==> src/rtl/scan_mux_pkg.sv <==
// Shared constants and the select-width helper for the scan mux register.
package scan_mux_pkg;

    localparam int DEF_WIDTH    = 4;
    localparam int DEF_CHANNELS = 2;

    // Select width: enough bits to index every channel, never less than one.
    function automatic int sel_w(input int ch);
        return (ch <= 2) ? 1 : $clog2(ch);
    endfunction

endpackage

==> src/rtl/scan_mux_reg_if.sv <==
// Data/control bundle between a driver and the scan mux register.
interface scan_mux_reg_if
    import scan_mux_pkg::*;
#(
    parameter int WIDTH    = DEF_WIDTH,
    parameter int CHANNELS = DEF_CHANNELS
);
    localparam int SEL_W = sel_w(CHANNELS);

    logic [CHANNELS*WIDTH-1:0] data_in;
    logic [SEL_W-1:0]          sel;
    logic                      sel_load;
    logic                      scan_en;
    logic                      load;
    logic                      strobe_n;
    logic [WIDTH-1:0]          y;
    logic [SEL_W-1:0]          cur_sel;
    logic                      wrap;
    logic                      q_valid;

    modport master (
        output data_in, sel, sel_load, scan_en, load, strobe_n,
        input  y, cur_sel, wrap, q_valid
    );

    modport slave (
        input  data_in, sel, sel_load, scan_en, load, strobe_n,
        output y, cur_sel, wrap, q_valid
    );

endinterface

==> src/rtl/scan_mux_sel_ctr.sv <==
// Select register: clamped load, wrapping scan increment and wrap pulse.
module scan_mux_sel_ctr
    import scan_mux_pkg::*;
#(
    parameter  int CHANNELS = DEF_CHANNELS,
    localparam int SEL_W    = sel_w(CHANNELS)
) (
    input  logic             clk,
    input  logic             rst_n,
    input  logic [SEL_W-1:0] sel,
    input  logic             sel_load,
    input  logic             scan_en,
    output logic [SEL_W-1:0] cur_sel,
    output logic             wrap
);

    localparam logic [SEL_W-1:0] LAST = SEL_W'(CHANNELS - 1);

    logic [SEL_W-1:0] sel_nxt;
    logic             wrap_nxt;

    // Next select value: a load beats a scan and never counts as a wrap.
    always_comb begin
        sel_nxt  = cur_sel;
        wrap_nxt = 1'b0;
        if (sel_load) begin
            sel_nxt = (sel > LAST) ? LAST : sel;
        end else if (scan_en) begin
            if (cur_sel == LAST) begin
                sel_nxt  = '0;
                wrap_nxt = 1'b1;
            end else begin
                sel_nxt = cur_sel + SEL_W'(1);
            end
        end
    end

    // Select register and registered one-cycle wrap pulse.
    always_ff @(posedge clk or negedge rst_n) begin
        if (!rst_n) begin
            cur_sel <= '0;
            wrap    <= 1'b0;
        end else begin
            cur_sel <= sel_nxt;
            wrap    <= wrap_nxt;
        end
    end

endmodule

==> src/rtl/scan_mux_reg.sv <==
// Channel mux feeding a load-enabled output register with strobe gating.
module scan_mux_reg
    import scan_mux_pkg::*;
#(
    parameter  int WIDTH    = DEF_WIDTH,
    parameter  int CHANNELS = DEF_CHANNELS,
    localparam int SEL_W    = sel_w(CHANNELS)
) (
    input  logic          clk,
    input  logic          rst_n,
    scan_mux_reg_if.slave bus
);

    logic [SEL_W-1:0] cur_sel;
    logic [WIDTH-1:0] picked;
    logic [WIDTH-1:0] out_q;
    logic             valid_q;

    scan_mux_sel_ctr #(.CHANNELS(CHANNELS)) u_sel (
        .clk      (clk),
        .rst_n    (rst_n),
        .sel      (bus.sel),
        .sel_load (bus.sel_load),
        .scan_en  (bus.scan_en),
        .cur_sel  (cur_sel),
        .wrap     (bus.wrap)
    );

    // Channel mux driven by the pre-edge select value.
    always_comb begin
        picked = '0;
        for (int k = 0; k < CHANNELS; k++) begin
            if (cur_sel == SEL_W'(k)) picked = bus.data_in[k*WIDTH +: WIDTH];
        end
    end

    // Output register and sticky capture flag.
    always_ff @(posedge clk or negedge rst_n) begin
        if (!rst_n) begin
            out_q   <= '0;
            valid_q <= 1'b0;
        end else if (bus.load) begin
            out_q   <= picked;
            valid_q <= 1'b1;
        end
    end

    // Strobe only masks the visible output; stored state is untouched.
    assign bus.y       = bus.strobe_n ? '0 : out_q;
    assign bus.cur_sel = cur_sel;
    assign bus.q_valid = valid_q;

endmodule

==> src/flat_wrapper.sv <==
// flat-port wrapper written by rule: the top's interface ports become plain ports
module scan_mux_reg_flat import scan_mux_pkg::*;
#(
    parameter  int WIDTH    = DEF_WIDTH,
    parameter  int CHANNELS = DEF_CHANNELS,
    localparam int SEL_W    = sel_w(CHANNELS)
)
  (clk, rst_n, bus_data_in, bus_sel, bus_sel_load, bus_scan_en, bus_load, bus_strobe_n, bus_y, bus_cur_sel, bus_wrap, bus_q_valid);
  scan_mux_reg_if #(.WIDTH(WIDTH), .CHANNELS(CHANNELS)) bus_i ();
  input  logic clk;
  input  logic rst_n;
  input wire logic [$bits(bus_i.data_in)-1:0] bus_data_in;
  input wire logic [$bits(bus_i.sel)-1:0] bus_sel;
  input wire logic [$bits(bus_i.sel_load)-1:0] bus_sel_load;
  input wire logic [$bits(bus_i.scan_en)-1:0] bus_scan_en;
  input wire logic [$bits(bus_i.load)-1:0] bus_load;
  input wire logic [$bits(bus_i.strobe_n)-1:0] bus_strobe_n;
  output wire logic [$bits(bus_i.y)-1:0] bus_y;
  output wire logic [$bits(bus_i.cur_sel)-1:0] bus_cur_sel;
  output wire logic [$bits(bus_i.wrap)-1:0] bus_wrap;
  output wire logic [$bits(bus_i.q_valid)-1:0] bus_q_valid;
  assign bus_i.data_in = bus_data_in;
  assign bus_i.sel = bus_sel;
  assign bus_i.sel_load = bus_sel_load;
  assign bus_i.scan_en = bus_scan_en;
  assign bus_i.load = bus_load;
  assign bus_i.strobe_n = bus_strobe_n;
  assign bus_y = bus_i.y;
  assign bus_cur_sel = bus_i.cur_sel;
  assign bus_wrap = bus_i.wrap;
  assign bus_q_valid = bus_i.q_valid;
  scan_mux_reg #(.WIDTH(WIDTH), .CHANNELS(CHANNELS)) u_core (.clk(clk), .rst_n(rst_n), .bus(bus_i));
endmodule
==> config.mk <==
export PLATFORM = sky130hd
export DESIGN_NAME = scan_mux_reg_flat
export DESIGN_NICKNAME = d
export VERILOG_FILES = /design/src/rtl/scan_mux_pkg.sv /design/src/rtl/scan_mux_reg_if.sv /design/src/rtl/scan_mux_sel_ctr.sv /design/src/rtl/scan_mux_reg.sv /design/src/flat_wrapper.sv
export SDC_FILE = /design/constraint.sdc
export NUM_CORES = 1
export LEC_CHECK = 0
export BUFFER_PORTS_ARGS = -buffer_cell sky130_fd_sc_hd__buf_4
export CAP_MARGIN = 20
export CORE_AREA = 4 4 41 43
export CTS_CLUSTER_SIZE = 40
export DETAILED_ROUTE_END_ITERATION = 6
export DIE_AREA = 0 0 45 47
export MAX_ROUTING_LAYER = met4
export PLACE_DENSITY = 0.6
export SLEW_MARGIN = 5
export SYNTH_ARGS = -nofsm -noshare
export SYNTH_HDL_FRONTEND = slang
export SYNTH_HIERARCHICAL = 1
export SYNTH_SLANG_ARGS = --single-unit
==> constraint.sdc <==
create_clock -name clk -period 1.8 [get_ports clk]
set_input_delay 0.36 -clock clk [delete_from_list [all_inputs] [get_ports clk]]
set_output_delay 0.36 -clock clk [all_outputs]
set_load 0.005 [all_outputs]
==> impl_metrics.yaml <==
critical_path:
  rr_worst_depth: 2
  cp.arrival_ns: 0.96
  path_cells: "buf_4"
  r2r-end: "u_core/out_q[2]$_DFFE_PN0P_"
  slowest_delay_ns: 0.53
  path_class: "reg2out"
  cp_top_family: "flip-flops"
  cp-startpoint: "u_core/u_sel/cur_sel$_DFFE_PN0P_"
  path_buf_inv: 1
  cp_slowest_cell: "dfrtp_1"
  timing.rr.start: "u_core/u_sel/cur_sel$_DFFE_PN0P_"
  end_kind: "output port"
  cp.depth: 1
  crit_path_start_kind: "register"
  ff2ff_setup_slack_ns: 0.83
  cp_data_required_time_ns: 1.44
  path_max_fanout: 7
synthesis:
  netlist_instances: 30
  yosysMostFrequentCell: "dfrtp_1"
  synthDistinctLibCells: 12
  synth_area_per_cell_sq_um: 10.8
  synth-seq-area-share_pct: 53.8
  synth_area_leaders: "dfrtp_1 54%, mux2i_1 12%, nor2b_1 7.7%"
  yosysTopAreaCell: "dfrtp_1"
  syn_nets: 45
  synth_ff_type: "dfrtp_1"
  synth-seq-cells: 7
  synth-edff-count: 0
  ys.warnings.count: 6
  synthTopCellsByCount: "7 x dfrtp_1, 4 x a21oi_1, 4 x mux2i_1, 4 x nor2_1, 4 x nor2b_1"
  synth_top_area_share_pct: 53.8
  syn_area_sq_um: 325
  synthArstFlopShare_pct: 100
grt:
  antenna_found_initial: 0
  grt_first_pass_wirelength_microns: 1060
  grt_pass1_vias: 252
  track_usage_pct: 7.91
  grt_max_degree: 10
  gr-total-overflow: 0
place:
  place.gp.congestion: 0.605
  port_buffers: 21
  placed_area_sq_um: 485
  hpwl_microns: 558
sta:
  worstMarginPinSlew_ns: 0.334
  rsz0062_at_grt: "no"
  setup-violations-final: 0
  slew_violations: 0
  skew_ns: 0.00134
  post-route-period-util_pct: 73.5
  setup_tns_ns: 0
  max_freq_mhz: 756
  min_period_ns: 1.32
  finalHoldViolCount: 0
  slew_headroom_pct: 77.7
cts:
  cts_root_buffer: "clkbuf_4"
  clkTransAtPathRegs_ns: 0.05
  post_cts_buffers: 0
  cts_tree: "done"
  clkLatencyLatePin_ns: 0.25
  clk_path_buf_depth: 2
  clock_sinks: 7
  ctsHtreeMaxLevel: 1
  cts_made_buffers: 3
status:
  status: "completed"
die:
  die_h_microns: 47
  core_sq_mm: 0.00130
  num_io_pins: 22
  dieWidth_microns: 45
  std_cell_rows: 13
  die_area_sq_mm: 0.00212
  initial_core_util_pct: 25.0
route:
  drt_iter0_markers: 0
  routed_wl_microns: 716
  wire_per_inst_microns: 10.4
  ant_nets: 0
  num_vias: 289
  drc_errors: 0
  dr.pass1.iters: 1
  via_per_inst: 4.19
hold_path:
  holdPathEnd: "u_core/u_sel/cur_sel$_DFFE_PN0P_"
  hp-class: "in2reg"
  worstHoldPathCells: 2
  min_from: "bus_sel_load"
power_and_ir_drop:
  p_leak_nw: 0.256
  vdd_ir_drop_max_mv: 0.323
  power.density_cell_area_mw_per_mm2: 790
cells_and_area:
  finalCoreUtilization_pct: 40.1
  num-nets-final: 70
  drive_gt1_share_pct: 46.3
  syn_to_final_growth_pct: 60.4
  design_area_sq_um: 522
  insertedDiodeCount: 0
  fillers: 147
job:
  drv_cap: 0
[layout by cell type (no fill, tap or decap)]
| cell | netlist | routed |
|---|---|---|
| nor2b_1 | 4 | 4 |
| xnor2_1 | 1 | 1 |
| and3b_2 | 1 | 1 |
| nor2_1 | 4 | 4 |
| or2_1 | 1 | 1 |
| dlygate4sd3_1 | 0 | 1 |
| a21oi_1 | 4 | 4 |
| clkbuf_1 | 0 | 1 |
| mux2i_1 | 4 | 4 |
| o21ai_1 | 1 | 1 |
| clkbuf_4 | 0 | 3 |
| nand2_1 | 1 | 1 |
| buf_4 | 0 | 21 |
| dfrtp_1 | 7 | 7 |
[power breakdown]
group	total [mW]	internal (mW)	switching, mW	leakage (nW)
combinational	0.0839	0.0565	0.0273	0.162
clock	0.142	0.0846	0.0577	0.0150
sequential	0.186	0.173	0.0134	0.0787
total	0.412	0.314	0.0984	0.256
[sequential cells by signal, indices dropped and copies added (netlist names)]
signal / cells
u_core/u_sel/cur_sel: 1
u_core/out_q: 4
u_core/u_sel/wrap: 1
u_core/bus.q_valid: 1
[worst max path at each step]
| stage | endpoint | slack, ns |
|---|---|---|
| 5_1_grt | bus_cur_sel | 0.42 |
| 4_1_cts | bus_cur_sel | 0.44 |
| 2_1_floorplan | u_core/out_q[0]$_DFFE_PN0P_ | 0.92 |
| 3_5_place_dp | bus_cur_sel | 0.72 |
| 3_3_place_gp | bus_y[2] | 0.73 |
| 6_report | bus_cur_sel | 0.48 |
[what timing repair did]
action / 4_1_cts / 5_1_grt
endpoints found under the hold margin: 7 / 0
resized for setup: 0 / 0
hold buffers: 1 / 0
[routing by layer]
layer  vias to the layer above  wire length, microns  global-route usage [%]
li1                        148                     -                       -
met1                       125                   286                    8.41
met2                        16                   352                    11.0
met3                         0                    77                    4.60
met4                         0                     0                    5.26
met5                         -                     0                       -
[stage by stage]
stage	hold WS, ns	power [mW]	instances	worst slack (ns)
floorplan	0.0644	0.227	30	0.918
global route	0.282	0.448	69	0.422
CTS	0.284	0.425	69	0.439
detailed placement	0.175	0.273	64	0.718
finish	0.298	0.412	69	0.478
global placement	0.177	0.273	64	0.729
[layout make-up]
class / instances / area [sq um] / area share [%]
clock buffer: 4 / 26.3 / 5.04
multi-input combinational: 21 / 134 / 25.7
sequential: 7 / 175 / 33.6
tap: 15 / 18.8 / 3.60
timing repair buffer: 22 / 168 / 32.1
[cells by family (layout without fill, tap and decap cells)]
| family | after synthesis | in the layout | synth area share, % |
|---|---|---|---|
| DFF | 7 | 7 | 53.8 |
| muxes | 4 | 4 | 12.3 |
| buffers and inverters | 2 | 26 | 5.00 |
| AOI/OAI and AO/OA | 5 | 5 | 7.69 |
| xor gates and xnor gates | 1 | 1 | 2.69 |
| and+or+nand+nor | 11 | 11 | 18.5 |
Power figures use the tool's default switching activity.
